===== config.mk =====
export PLATFORM = sky130hd
export DESIGN_NAME = alu_arbiter
export DESIGN_NICKNAME = d
export VERILOG_FILES = /design/src/rtl/alu_arbiter.sv
export SDC_FILE = /design/constraint.sdc
export NUM_CORES = 1
export LEC_CHECK = 0
export ABC_AREA = 1
export BUFFER_PORTS_ARGS = -buffer_cell sky130_fd_sc_hd__clkbuf_2
export CORE_ASPECT_RATIO = 0.75
export CORE_MARGIN = 2
export CORE_UTILIZATION = 50
export DETAILED_ROUTE_END_ITERATION = 8
export GPL_ROUTABILITY_DRIVEN = 0
export HOLD_SLACK_MARGIN = 0.02
export PLACE_DENSITY = 0.82
export SYNTH_ARGS = -nofsm -noshare
export SYNTH_HDL_FRONTEND = slang
export SYNTH_SLANG_ARGS = --single-unit
export TNS_END_PERCENT = 100

===== constraint.sdc =====
create_clock -name clk -period 1.99 [get_ports clk]
set_input_delay 0.0995 -clock clk [delete_from_list [all_inputs] [get_ports clk]]
set_output_delay 0.0995 -clock clk [all_outputs]
set_load 0.01 [all_outputs]

===== src/rtl/alu_arbiter.sv =====
// alu_arbiter: shares one combinational ALU between two requesters.
// A round-robin arbiter picks one operation at a time. The operands are held
// in registers that drive the ALU for SETTLE cycles. The result is then
// normalised and returned to the granted requester over a valid/ready
// response handshake.
module alu_arbiter #(
  parameter int unsigned SETTLE = 1
) (
  input  logic        clk,
  input  logic        rst,
  input  logic [1:0]  req_valid,
  output logic [1:0]  req_ready,
  input  logic [15:0] req_a,
  input  logic [15:0] req_b,
  input  logic [3:0]  req_op,
  output logic [1:0]  rsp_valid,
  input  logic [1:0]  rsp_ready,
  output logic [15:0] rsp_result,
  output logic        rsp_dz,
  output logic [7:0]  alu_a,
  output logic [7:0]  alu_b,
  output logic [1:0]  alu_op,
  input  logic [15:0] alu_result,
  output logic        busy,
  output logic        grant_id
);

  localparam logic [1:0] S_IDLE = 2'd0;
  localparam logic [1:0] S_EXEC = 2'd1;
  localparam logic [1:0] S_RESP = 2'd2;

  localparam logic [1:0] OP_SUB = 2'b01;
  localparam logic [1:0] OP_DIV = 2'b11;

  // The counter counts down to zero, so it is loaded with SETTLE-1.
  // A zero counter means the result is captured on the next edge.
  localparam logic [3:0] SETTLE_LOAD = 4'(SETTLE - 1);

  logic [1:0]  state_q, state_d;
  logic        last_grant_q, last_grant_d;
  logic        grant_id_q, grant_id_d;
  logic [7:0]  a_q, a_d;
  logic [7:0]  b_q, b_d;
  logic [1:0]  op_q, op_d;
  logic [3:0]  cnt_q, cnt_d;
  logic [15:0] result_q, result_d;
  logic        dz_q, dz_d;

  logic        win_id;
  logic        win_any;
  logic        accept;
  logic        rsp_done;
  logic [7:0]  sel_a, sel_b;
  logic [1:0]  sel_op;
  logic [15:0] norm_result;
  logic        norm_dz;

  // Round-robin winner: a lone requester wins; on a tie the requester that
  // did not get the last grant wins.
  always_comb begin
    win_any = |req_valid;
    case (req_valid)
      2'b01:   win_id = 1'b0;
      2'b10:   win_id = 1'b1;
      2'b11:   win_id = ~last_grant_q;
      default: win_id = 1'b0;
    endcase
  end

  // Only the winner sees ready, and only while idle and out of reset.
  always_comb begin
    req_ready = 2'b00;
    if (state_q == S_IDLE && !rst && win_any) begin
      req_ready[win_id] = 1'b1;
    end
  end

  // Operand mux for the winning requester.
  always_comb begin
    if (win_id) begin
      sel_a  = req_a[15:8];
      sel_b  = req_b[15:8];
      sel_op = req_op[3:2];
    end else begin
      sel_a  = req_a[7:0];
      sel_b  = req_b[7:0];
      sel_op = req_op[1:0];
    end
  end

  assign accept   = (state_q == S_IDLE) && |(req_valid & req_ready);
  assign rsp_done = (state_q == S_RESP) && rsp_ready[grant_id_q];

  // Result normalisation. For sub the ALU only guarantees the low byte, so
  // that byte is sign-extended. A divide by zero returns zero, whatever the
  // ALU produced.
  always_comb begin
    norm_dz     = (op_q == OP_DIV) && (b_q == 8'd0);
    norm_result = alu_result;
    if (op_q == OP_SUB) begin
      norm_result = {{8{alu_result[7]}}, alu_result[7:0]};
    end else if (norm_dz) begin
      norm_result = 16'h0000;
    end
  end

  // Next-state logic for the IDLE -> EXEC -> RESP sequencer.
  always_comb begin
    state_d      = state_q;
    last_grant_d = last_grant_q;
    grant_id_d   = grant_id_q;
    a_d          = a_q;
    b_d          = b_q;
    op_d         = op_q;
    cnt_d        = cnt_q;
    result_d     = result_q;
    dz_d         = dz_q;
    case (state_q)
      S_IDLE: begin
        if (accept) begin
          a_d        = sel_a;
          b_d        = sel_b;
          op_d       = sel_op;
          grant_id_d = win_id;
          cnt_d      = SETTLE_LOAD;
          state_d    = S_EXEC;
        end
      end
      S_EXEC: begin
        if (cnt_q == 4'd0) begin
          result_d = norm_result;
          dz_d     = norm_dz;
          state_d  = S_RESP;
        end else begin
          cnt_d = cnt_q - 4'd1;
        end
      end
      S_RESP: begin
        if (rsp_done) begin
          last_grant_d = grant_id_q;
          state_d      = S_IDLE;
        end
      end
      default: begin
        state_d = S_IDLE;
      end
    endcase
  end

  // State and datapath registers. An asynchronous reset drops any in-flight
  // operation and re-arms the arbiter so that requester 0 wins the next tie.
  always_ff @(posedge clk or posedge rst) begin
    if (rst) begin
      state_q      <= S_IDLE;
      last_grant_q <= 1'b1;
      grant_id_q   <= 1'b0;
      a_q          <= 8'd0;
      b_q          <= 8'd0;
      op_q         <= 2'b00;
      cnt_q        <= 4'd0;
      result_q     <= 16'h0000;
      dz_q         <= 1'b0;
    end else begin
      state_q      <= state_d;
      last_grant_q <= last_grant_d;
      grant_id_q   <= grant_id_d;
      a_q          <= a_d;
      b_q          <= b_d;
      op_q         <= op_d;
      cnt_q        <= cnt_d;
      result_q     <= result_d;
      dz_q         <= dz_d;
    end
  end

  // Output drive. The ALU always sees the operand registers, and the
  // response stays valid only for the granted requester while in RESP.
  always_comb begin
    rsp_valid = 2'b00;
    if (state_q == S_RESP) begin
      rsp_valid[grant_id_q] = 1'b1;
    end
  end

  assign alu_a      = a_q;
  assign alu_b      = b_q;
  assign alu_op     = op_q;
  assign rsp_result = result_q;
  assign rsp_dz     = dz_q;
  assign busy       = (state_q != S_IDLE);
  assign grant_id   = grant_id_q;

endmodule


* After elaboration in Yosys (flattened, before gate mapping)
Index checks and enable logic that the tools add are counted.
Widths: inputs -> output; s select.
** Word-level totals
- Flip-flop bits (word level) :: 43
- Output and inout bits :: 41
** Operators by class
- Reduce and logical (&&, ||, !) cells :: 20
- Eq/ne operators :: 10
- $lt $le $gt $ge :: 4
- Add/sub/neg operators :: 1
- Multiplexer cells :: 21
- Bitwise gates (word level) :: 2
** Operators with widths (count)
- $mux 16 :: 2
- $mux 8 :: 2
- $mux 2 :: 6
- $eq 2x2->1 const B :: 4
- $logic_not 8->1 :: 1
- $mux 4 :: 2
- $ne 2x2->1 const B :: 4
- $pmux 4 s2 :: 1
- $logic_and 1x1->1 :: 7
- $pmux 2 s3 :: 1
- $reduce_and 2->1 :: 3
- $reduce_and 3->1 :: 2
- $eq 2x1->1 const B :: 2
- $logic_not 4->1 :: 1
- $lt 1x2->1 const B :: 2
- $mux 1 :: 4
- $reduce_bool 2->1 :: 2
- $reduce_or 2->1 :: 2
- $sub 4x1->4 const B :: 1
- $and 2x2->2 :: 1
- $demux 1 s1 :: 2
- $ge 1x1->1 const B :: 2
- $logic_not 2->1 :: 1
- $pmux 1 s2 :: 1
- other kinds (2) :: 2

* Logic depth before layout (Yosys ltp)
Gate-level depths: netlist (run 1).
- Depth after elaboration :: 12
- Depth in mapped cells :: 8

* Worst setup path before layout (run 1)
Ideal clock, no wire load.
- Path type :: reg-to-reg
- Start point :: reg cnt_q[0]
- End point :: reg result_q[10], in the netlist rsp_result[10]
- Required time :: 1.873 ns
- Slack :: 0.642 ns
- Buffers on the path :: 1
- Period minus slack after synthesis :: 1.348 ns
- Cell stages (with the launch flop) :: 9
- Data arrival time :: 1.230 ns
- Cells stage by stage :: dfrtp_1 inv_1 ha_1 nand2_4 nor2_8 buf_8 nor2_1 nor2_1 nand2_1
** On the way
- Word-level cells in the longest chain between the ends :: 2
** Ends and longest elaborated chain
- start: declaration :: RTL line 45 : logic [3:0] cnt_q, cnt_d;
- start signal: assignment :: RTL line 170 : cnt_q <= cnt_d;
- $logic_not 4->1 :: RTL line 130 : if (cnt_q == 4'd0) begin
- $reduce_and 2->1 (no line)
- end signal: assignment :: RTL line 171 : result_q <= result_d;
- end: declaration :: RTL line 46 : logic [15:0] result_q, result_d;
No other way between the ends.
A chain may end at the register's enable or synchronous reset.

* Final worst setup path (run 1)
- Start point :: reg state_q[0]
- End point :: out req_ready[0]
** On the way
- Word-level cells in the longest chain between the ends :: 4
** Ends and longest elaborated chain
- start: declaration :: RTL line 39 : logic [1:0] state_q, state_d;
- start signal: assignment :: RTL line 164 : state_q <= state_d;
- $logic_not 2->1 :: RTL line 73 : if (state_q == S_IDLE && !rst && win_any) begin
- $logic_and 1x1->1 (2 in a row) :: RTL line 73
- $mux 2 :: RTL line 73
- end: declaration :: RTL line 12 : output logic [1:0] req_ready,
No other way between the ends.

==> flow_summary.yaml, run 1 <==
cells_and_area:
  drive_gt1_frac: 0.302
  diodes: 0
  fin_area_um2: 2910
  final_cell_mix: "149 x nand2_1, 98 x clkbuf_2, 42 x dfrtp_1"
  layout_commonest_cell: "nand2_1"
  layout.nets: 475
  syn2layout_area_growth_pct: 29.4
  final_cells: 474
clocking:
  cts_made_buffers: 5
  clkSinkCount: 43
  clkLatencyLatePin_ns: 0.29
  clock_tree.buffer_depth: 2
  cts_tree: "yes"
  clk_pin_slew_ns: 0.08
  ctsResizeCount: 0
  h-tree-depth: 2
  cts-root-buf: "clkbuf_8"
die:
  rows: 21
  io_pins: 99
  die-area_um2: 5050
  initial_core_util: 0.512
  die_w_um: 81.4
  die_y_um: 62.1
  core_um2: 4390
timing:
  rsz0062_at_grt: "false"
  finalSetupTns_ns: 0
  hold_viol: 0
  setup_viol: 0
  fmax_ghz: 0.574
  timing.final.crit_share: 0.876
  worst_pin_slew_ns: 0.887
  finalMaxSlewViolations: 0
  timing.final.crit_period_ns: 1.74
  slew_headroom: 0.408
  fin_skew_ns: 0.00472
synthesis:
  synth_cells: 316
  netlist_top_cells_area: "dfrtp_1 47%, nand2_1 25%, nor2_1 6.7%, nand3_1 4.7%, inv_1 4.5%"
  synth_area_um2: 2250
  synth_top_area_frac: 0.468
  yosysSeqAreaShare: 0.479
  ys_warn_count: 0
  syn_nets: 375
  syn_area_per_cell_um2: 7.11
  synth_cell_types: 24
  yosysTopAreaCell: "dfrtp_1"
  ys_ff_latch: 43
placed_design:
  io_buffers: 98
  detailed_place.area_um2: 2770
  dp_cells: 464
  dp_hpwl_mm: 3.90
grt:
  grt_pass1_vias: 1936
  antenna_found_initial: 0
  grtUsageTotal: 0.213
  globalRouteOverflowTotal: 0
  grt_max_degree: 25
  grt_pass1_wl_mm: 8.18
drt:
  wl_per_cell_um: 10.6
  drt_iter0_markers: 126
  via_count: 2183
  drc: 0
  drtPass1Iterations: 4
  routed_wl_mm: 5.03
  ant_nets: 0
  vias_per_cell: 4.61
worst_setup_path:
  worstPathArrival_ns: 1.64
  setup.worst_path.end_class: "output port"
  cp_data_required_time_ns: 1.89
  crit_type: "reg -> out"
  critical_path.max_fanout: 23
  cp-start-kind: "flip-flop"
run_status:
  status: "complete, no violations"
job:
  max_cap_viol_count: 0
min_path:
  hold_class: "in -> reg"
power:
  total_leakage_power_nw: 1.79
  peakVddDrop_uv: 712
  p_per_area_nw_per_um2: 1450
## layout make-up
cell class                 instances  area, um2
clock buffer                       6       82.6
clock inverter                     2       35.0
fill                             383       1480
inverter                          30        113
multi-input combinational        232        988
sequential                        43       1080
tap                               57       71.3
timing repair buffer             104        541
## logic make-up (layout without fill, tap and decap cells)
| logic type | Yosys count | after routing | share of synthesized area |
|---|---|---|---|
| buf+inv | 41 | 142 | 0.0830 |
| simple gates | 223 | 223 | 0.413 |
| flops | 43 | 43 | 0.479 |
| fa+ha+maj | 1 | 1 | 0.00557 |
| compound gates | 8 | 8 | 0.0195 |
## cells in the mapped netlist
cell type / n
nand2_1: 149
buf_4: 1
nand2_4: 1
dfstp_2: 1
nor2_8: 1
nand4_1: 1
inv_1: 27
nor2_1: 40
buf_6: 1
buf_8: 1
nand2_2: 3
o21ai_0: 6
buf_2: 8
and2_1: 1
nand3_1: 21
ha_1: 1
nor3_1: 1
nor2_2: 2
inv_2: 3
a21oi_1: 1
nand3_2: 1
nor2_4: 2
o21ai_2: 1
dfrtp_1: 42
## critical path, cell delays in order, from the launching register on
cell and delay (ns):
dfrtp_1 0.40, inv_2 0.10, nand2_2 0.08, nor2_1 0.15
o21ai_2 0.28, nor2_1 0.18, clkbuf_2 0.15
## power breakdown
part	internal (W)	switching, W	leakage, nW
Sequential	0.00130	0.000287	0.539
Combinational	0.000737	0.00122	1.19
Clock	0.000406	0.000280	0.0612
Total	0.00244	0.00179	1.79
## per-stage QoR
stage | util | power [W] | hold slack (ns) | setup WS [ns]
6_report | 0.663 | 0.00423 | 0.0305 | 0.246
4_1_cts | 0.663 | 0.00425 | 0.0265 | 0.236
5_1_grt | 0.663 | 0.00460 | 0.0504 | 0.117
3_3_place_gp | 0.631 | 0.00348 | 0.191 | 0.539
2_1_floorplan | - | 0.00289 | 0.227 | 0.642
3_5_place_dp | 0.631 | 0.00355 | 0.193 | 0.428
## registers in the layout (all words and copies together) (netlist names)
signal and cells:
cnt_q 4, rsp_dz 1, last_grant_q 1, grant_id 1, alu_op 2, alu_a 8, state_q 2, rsp_result 16
alu_b 8
## timing repair
item	CTS	global route
buffers inserted	0	0
hold buffers	2	0
endpoints found under the hold margin	21	0
## per-layer routing
metal  GRT usage  routed length (um)  vias to the layer above
met5           0                   0                        -
met4      0.0702                  77                        0
met3      0.0462                 313                       12
met2       0.348                2270                       76
met1       0.287                2370                      947
li1            -                   -                     1148
## worst paths after layout
path	slack [ns]	end	cells after the start	from
hold / removal	0.03	rsp_result[2]	3	alu_result[2]
hold reg to reg	0.48	rsp_result[0]	2	rsp_result[0]
max in group asynchronous	0.98	rsp_result[11]	4	rst
setup reg to reg	0.38	rsp_result[8]	7	cnt_q[0]
min in group asynchronous	0.43	grant_id	3	rst
setup / recovery	0.25	req_ready[0]	6	state_q[0]
(Power assumes the default switching activity.)
==> run 2, diff against run 1 <==
--- a/config.mk
+++ b/config.mk
@@ -7,8 +7,6 @@
 export LEC_CHECK = 0
 export ABC_AREA = 1
 export BUFFER_PORTS_ARGS = -buffer_cell sky130_fd_sc_hd__clkbuf_2
-export CORE_ASPECT_RATIO = 0.75
-export CORE_MARGIN = 2
 export CORE_UTILIZATION = 50
 export DETAILED_ROUTE_END_ITERATION = 8
 export GPL_ROUTABILITY_DRIVEN = 0
==> run 2 against run 1 <==
Effect of this change:
- combinational power about the same
- setup slack better by 0.0023 ns
- clock skew up 0.0036 ns
- die area down 5.7%
- sequential power about the same
- flip-flop and latch count unchanged
- power up 0.56%
- wire length up 2.9%
- final cell count down 0.63%
- clock power up 4.1%
- critical path type unchanged
==> flow_summary.yaml, run 2 (synthesized netlist as in run 1, its figures left out) <==
worst_setup_path:
  worstPathArrival_ns: 1.64
  crit_type: "reg -> out"
  max_stage_delay_ns: 0.41
  worstPathCellList: "inv_1 -> nand2_2 -> nor2_1 -> o21ai_2 -> nor2_1 -> clkbuf_2"
  cp_data_required_time_ns: 1.89
  crit_slowest_cell: "dfrtp_1"
  critical_path.most_common_cell: "nor2_1"
  critical_path.max_fanout: 23
  critPathBufInv: 2
  cp-start-kind: "flip-flop"
  cp_top_family: "flip-flops"
  setup.worst_path.end_class: "output port"
die:
  initial_core_util: 0.520
  die_w_um: 69.0
  die_y_um: 69.0
  rows: 24
  io_pins: 99
  core_um2: 4320
  die-area_um2: 4770
clocking:
  ctsResizeCount: 0
  cts_tree: "yes"
  cts-root-buf: "clkbuf_8"
  cts_made_buffers: 5
  clkLatencyLatePin_ns: 0.30
  clk_pin_slew_ns: 0.08
  clkSinkCount: 43
  h-tree-depth: 2
  clock_tree.buffer_depth: 2
drt:
  ant_nets: 0
  drt_iter0_markers: 163
  drtPass1Iterations: 5
  drc: 0
  vias_per_cell: 4.72
  wl_per_cell_um: 11.0
  routed_wl_mm: 5.17
  via_count: 2223
cells_and_area:
  drive_gt1_frac: 0.303
  multi_input_area_um2: 988
  n_fill_cell: 393
  final_cell_mix: "149 x nand2_1, 98 x clkbuf_2, 42 x dfrtp_1"
  fin_util: 0.676
  layout_commonest_cell: "nand2_1"
  syn2layout_area_growth_pct: 30.0
  seqCellArea_um2: 1080
  diodes: 0
  largest_reg_flops: 16
  layout.nets: 477
  fin_area_um2: 2920
power:
  peakVddDrop_uv: 676
  p_per_area_nw_per_um2: 1450
  total_leakage_power_nw: 1.80
min_path:
  hold_class: "in -> reg"
grt:
  grtUsageTotal: 0.230
  globalRouteOverflowTotal: 0
  grt_pass1_vias: 2022
  grt_max_degree: 25
  grt_pass1_wl_mm: 8.84
  antenna_found_initial: 0
timing:
  fin_skew_ns: 0.00837
  timing.final.crit_period_ns: 1.74
  slew_headroom: 0.391
  worst_pin_slew_ns: 0.913
  hold_viol: 0
  timing.final.crit_share: 0.875
  rsz0062_at_grt: "false"
  setup_viol: 0
  finalMaxSlewViolations: 0
  fmax_ghz: 0.574
  finalSetupTns_ns: 0
job:
  max_cap_viol_count: 0
placed_design:
  dp_hpwl_mm: 3.70
  io_buffers: 98
  detailed_place.area_um2: 2760
run_status:
  status: "complete, no violations"
## run 2: power by group
part	internal [W]	switching, W
combinational	0.000738	0.00121
sequential	0.00130	0.000292
clock	0.000406	0.000308
total	0.00244	0.00181
## run 2: tightest hold or removal path, stage by stage
cell and delay (ns):
clkbuf_2 0.08, inv_1 0.05, o21ai_0 0.09
## run 2: worst paths after layout
path	start	endpoint	slack [ns]	cells past startpoint
hold / removal	rsp_ready[1]	last_grant_q	0.01	3
setup reg to reg	cnt_q[0]	rsp_result[13]	0.44	7
hold reg to reg	alu_a[4]	alu_a[4]	0.48	2
setup / recovery	state_q[1]	req_ready[0]	0.25	6
max in group asynchronous	rst	last_grant_q	1.13	4
min in group asynchronous	rst	alu_a[1]	0.31	3
## run 2: area by class of cell
type | count | area share
flip-flops and latches | 43 | 0.369
multi-input cells | 232 | 0.338
repair buffers | 106 | 0.192
inverters | 30 | 0.0385
clock buffers | 6 | 0.0283
well taps | 52 | 0.0223
clock inverters | 2 | 0.0120
## run 2: repair_timing
item,4_1_cts,5_1_grt
hold buffers,3,1
hold endpoints to repair,14,1
setup buffers,0,0
## run 2: per-stage QoR
stage / hold WS, ns / worst slack [ns] / cells / total power [W]
final: 0.0143 / 0.249 / 471 / 0.00425
after global routing: 0.0201 / 0.0844 / 471 / 0.00459
after CTS: 0.0214 / 0.246 / 470 / 0.00426
after detailed placement: 0.0859 / 0.471 / 459 / 0.00354
after global placement: 0.0818 / 0.549 / 459 / 0.00346
after floorplan: 0.227 / 0.642 / 316 / 0.00289
## run 2: layer usage
layer  track usage  wire length [um]
met1         0.271              2180
met2         0.408              2660
met4        0.0612                26
met5             0                 0
met3        0.0643               304
==> run 3, diff against run 2 <==
--- a/config.mk
+++ b/config.mk
@@ -7,6 +7,7 @@
 export LEC_CHECK = 0
 export ABC_AREA = 1
 export BUFFER_PORTS_ARGS = -buffer_cell sky130_fd_sc_hd__clkbuf_2
+export CAP_MARGIN = 20
 export CORE_UTILIZATION = 50
 export DETAILED_ROUTE_END_ITERATION = 8
 export GPL_ROUTABILITY_DRIVEN = 0
==> constraint.sdc (replaced) <==
create_clock -name clk -period 2.2 [get_ports clk]
set_input_delay 0.11 -clock clk [delete_from_list [all_inputs] [get_ports clk]]
set_output_delay 0.11 -clock clk [all_outputs]
set_load 0.01 [all_outputs]
==> run 3 against run 2 <==
Effect of this change:
- design area down 3.3%
- critical path depth unchanged
- flip-flop and latch count stayed put
- largest power group unchanged
- final cell count fell by 1.5%
==> flow_summary.yaml, run 3 (synthesized netlist as in run 1, its figures left out) <==
grt:
  grt_pass1_vias: 1986
  grt_pass1_wl_mm: 8.55
  globalRouteOverflowTotal: 0
  antenna_found_initial: 0
  grt_max_degree: 44
  grtUsageTotal: 0.223
timing:
  fmax_ghz: 0.514
  hold_viol: 0
  slew_headroom: 0.381
  finalMaxSlewViolations: 0
  finalSetupTns_ns: 0
  hold_slack_ns: 0.0233
  finalWorstSetupSlack_ns: 0.254
  worst_pin_slew_ns: 0.929
  rsz0062_at_grt: "false"
  setup_viol: 0
  timing.final.crit_share: 0.885
  fin_skew_ns: 0.00719
  timing.final.crit_period_ns: 1.95
job:
  max_cap_viol_count: 0
cells_and_area:
  syn2layout_area_growth_pct: 25.8
  final_cell_mix: "149 x nand2_1, 98 x clkbuf_2, 42 x dfrtp_1"
  layout.nets: 470
  n_fill_cell: 411
  final_cells: 464
  drive_gt1_frac: 0.299
  largest_reg_flops: 16
  diodes: 0
  layout_commonest_cell: "nand2_1"
die:
  io_pins: 99
  rows: 24
  die_w_um: 69.0
  core_um2: 4320
  initial_core_util: 0.520
  die-area_um2: 4770
  die_y_um: 69.0
placed_design:
  io_buffers: 98
  dp_cells: 456
  pre_cts_slack_ns: 0.551
  dp_hpwl_mm: 3.66
clocking:
  h-tree-depth: 2
  clkLatencyLatePin_ns: 0.30
  clock_tree.buffer_depth: 2
  cts_tree: "yes"
  ctsResizeCount: 0
  clk_pin_slew_ns: 0.08
  cts_hold_buf: 0
  cts-root-buf: "clkbuf_8"
  cts_made_buffers: 5
  clkSinkCount: 43
  post-cts-setup-buffer-count: 0
drt:
  drtPass1Iterations: 4
  highest_layer: "met4"
  wl_per_cell_um: 10.9
  routed_wl_mm: 5.04
  dr_wl_met2_mm: 2.43
  drc: 0
  met3_length_um: 289
  vias_per_cell: 4.68
  ant_nets: 0
  via_count: 2170
  wl_met1_mm: 2.28
  drt_iter0_markers: 139
worst_setup_path:
  timing.reg2reg.worst_path_depth: 7
  crit_type: "reg -> out"
  cp-start-kind: "flip-flop"
  critical_path.max_fanout: 20
  regToRegSetupSlack_ns: 0.57
  setup.worst_path.end_class: "output port"
  worstPathArrival_ns: 1.84
  cp_data_required_time_ns: 2.09
min_path:
  hold_class: "in -> async"
power:
  peakVddDrop_uv: 649
  p_per_area_nw_per_um2: 1300
  total_leakage_power_nw: 1.75
run_status:
  status: "complete, no violations"
[run 3: cell types whose count changed in the layout (fill, tap and decap cells not counted), sizes merged]
cell	delta
dlygate4sd3	-4
clkinvlp	+1
buf	-3
bufinv	-1
[run 3: where the power goes]
part           switching [W]  internal, W  total (W)
logic                0.00109     0.000657    0.00174
registers           0.000250      0.00117    0.00142
clock network       0.000276     0.000222   0.000498
[run 3: worst max-delay path, stage by stage, from the launching register on]
cell and delay, ns:
dfstp_2 0.54, nand2_1 0.06, nand2_2 0.25, inv_1 0.35
nand2_1 0.18, inv_1 0.05, clkbuf_2 0.12
[run 3: metal layers]
metal  GRT usage  up-vias
li1            -     1140
met1       0.277      955
met2       0.375       71
met3      0.0585        4
met4      0.0748        0
met5           0        -
[run 3: path summary, 6_finish.rpt]
| kind | from | endpoint |
|---|---|---|
| worst max-delay path | last_grant_q | req_ready[1] |
| worst min-delay path | rst | grant_id |
| worst max register to register | last_grant_q | alu_op[0] |
| worst min register to register | rsp_result[1] | rsp_result[1] |
| max in group asynchronous | rst | alu_b[0] |
| min in group clk | alu_result[4] | rsp_result[4] |
[run 3: final cells by class]
type	count	area [um2]	share of cell area
clock buffer	6	72.6	0.0257
clock inverter	2	12.5	0.00443
inverter	30	113	0.0398
multi-input combinational	232	988	0.350
sequential	43	1080	0.381
tap	52	65.1	0.0230
timing repair buffer	99	498	0.176
[run 3: metrics by stage]
step           total power, W  instance area [um2]  utilization
2_1_floorplan         0.00262                 2250            -
3_3_place_gp          0.00314                 2740        0.634
3_5_place_dp          0.00319                 2740        0.634
4_1_cts               0.00370                 2830        0.654
5_1_grt               0.00398                 2830        0.654
6_report              0.00366                 2830        0.654
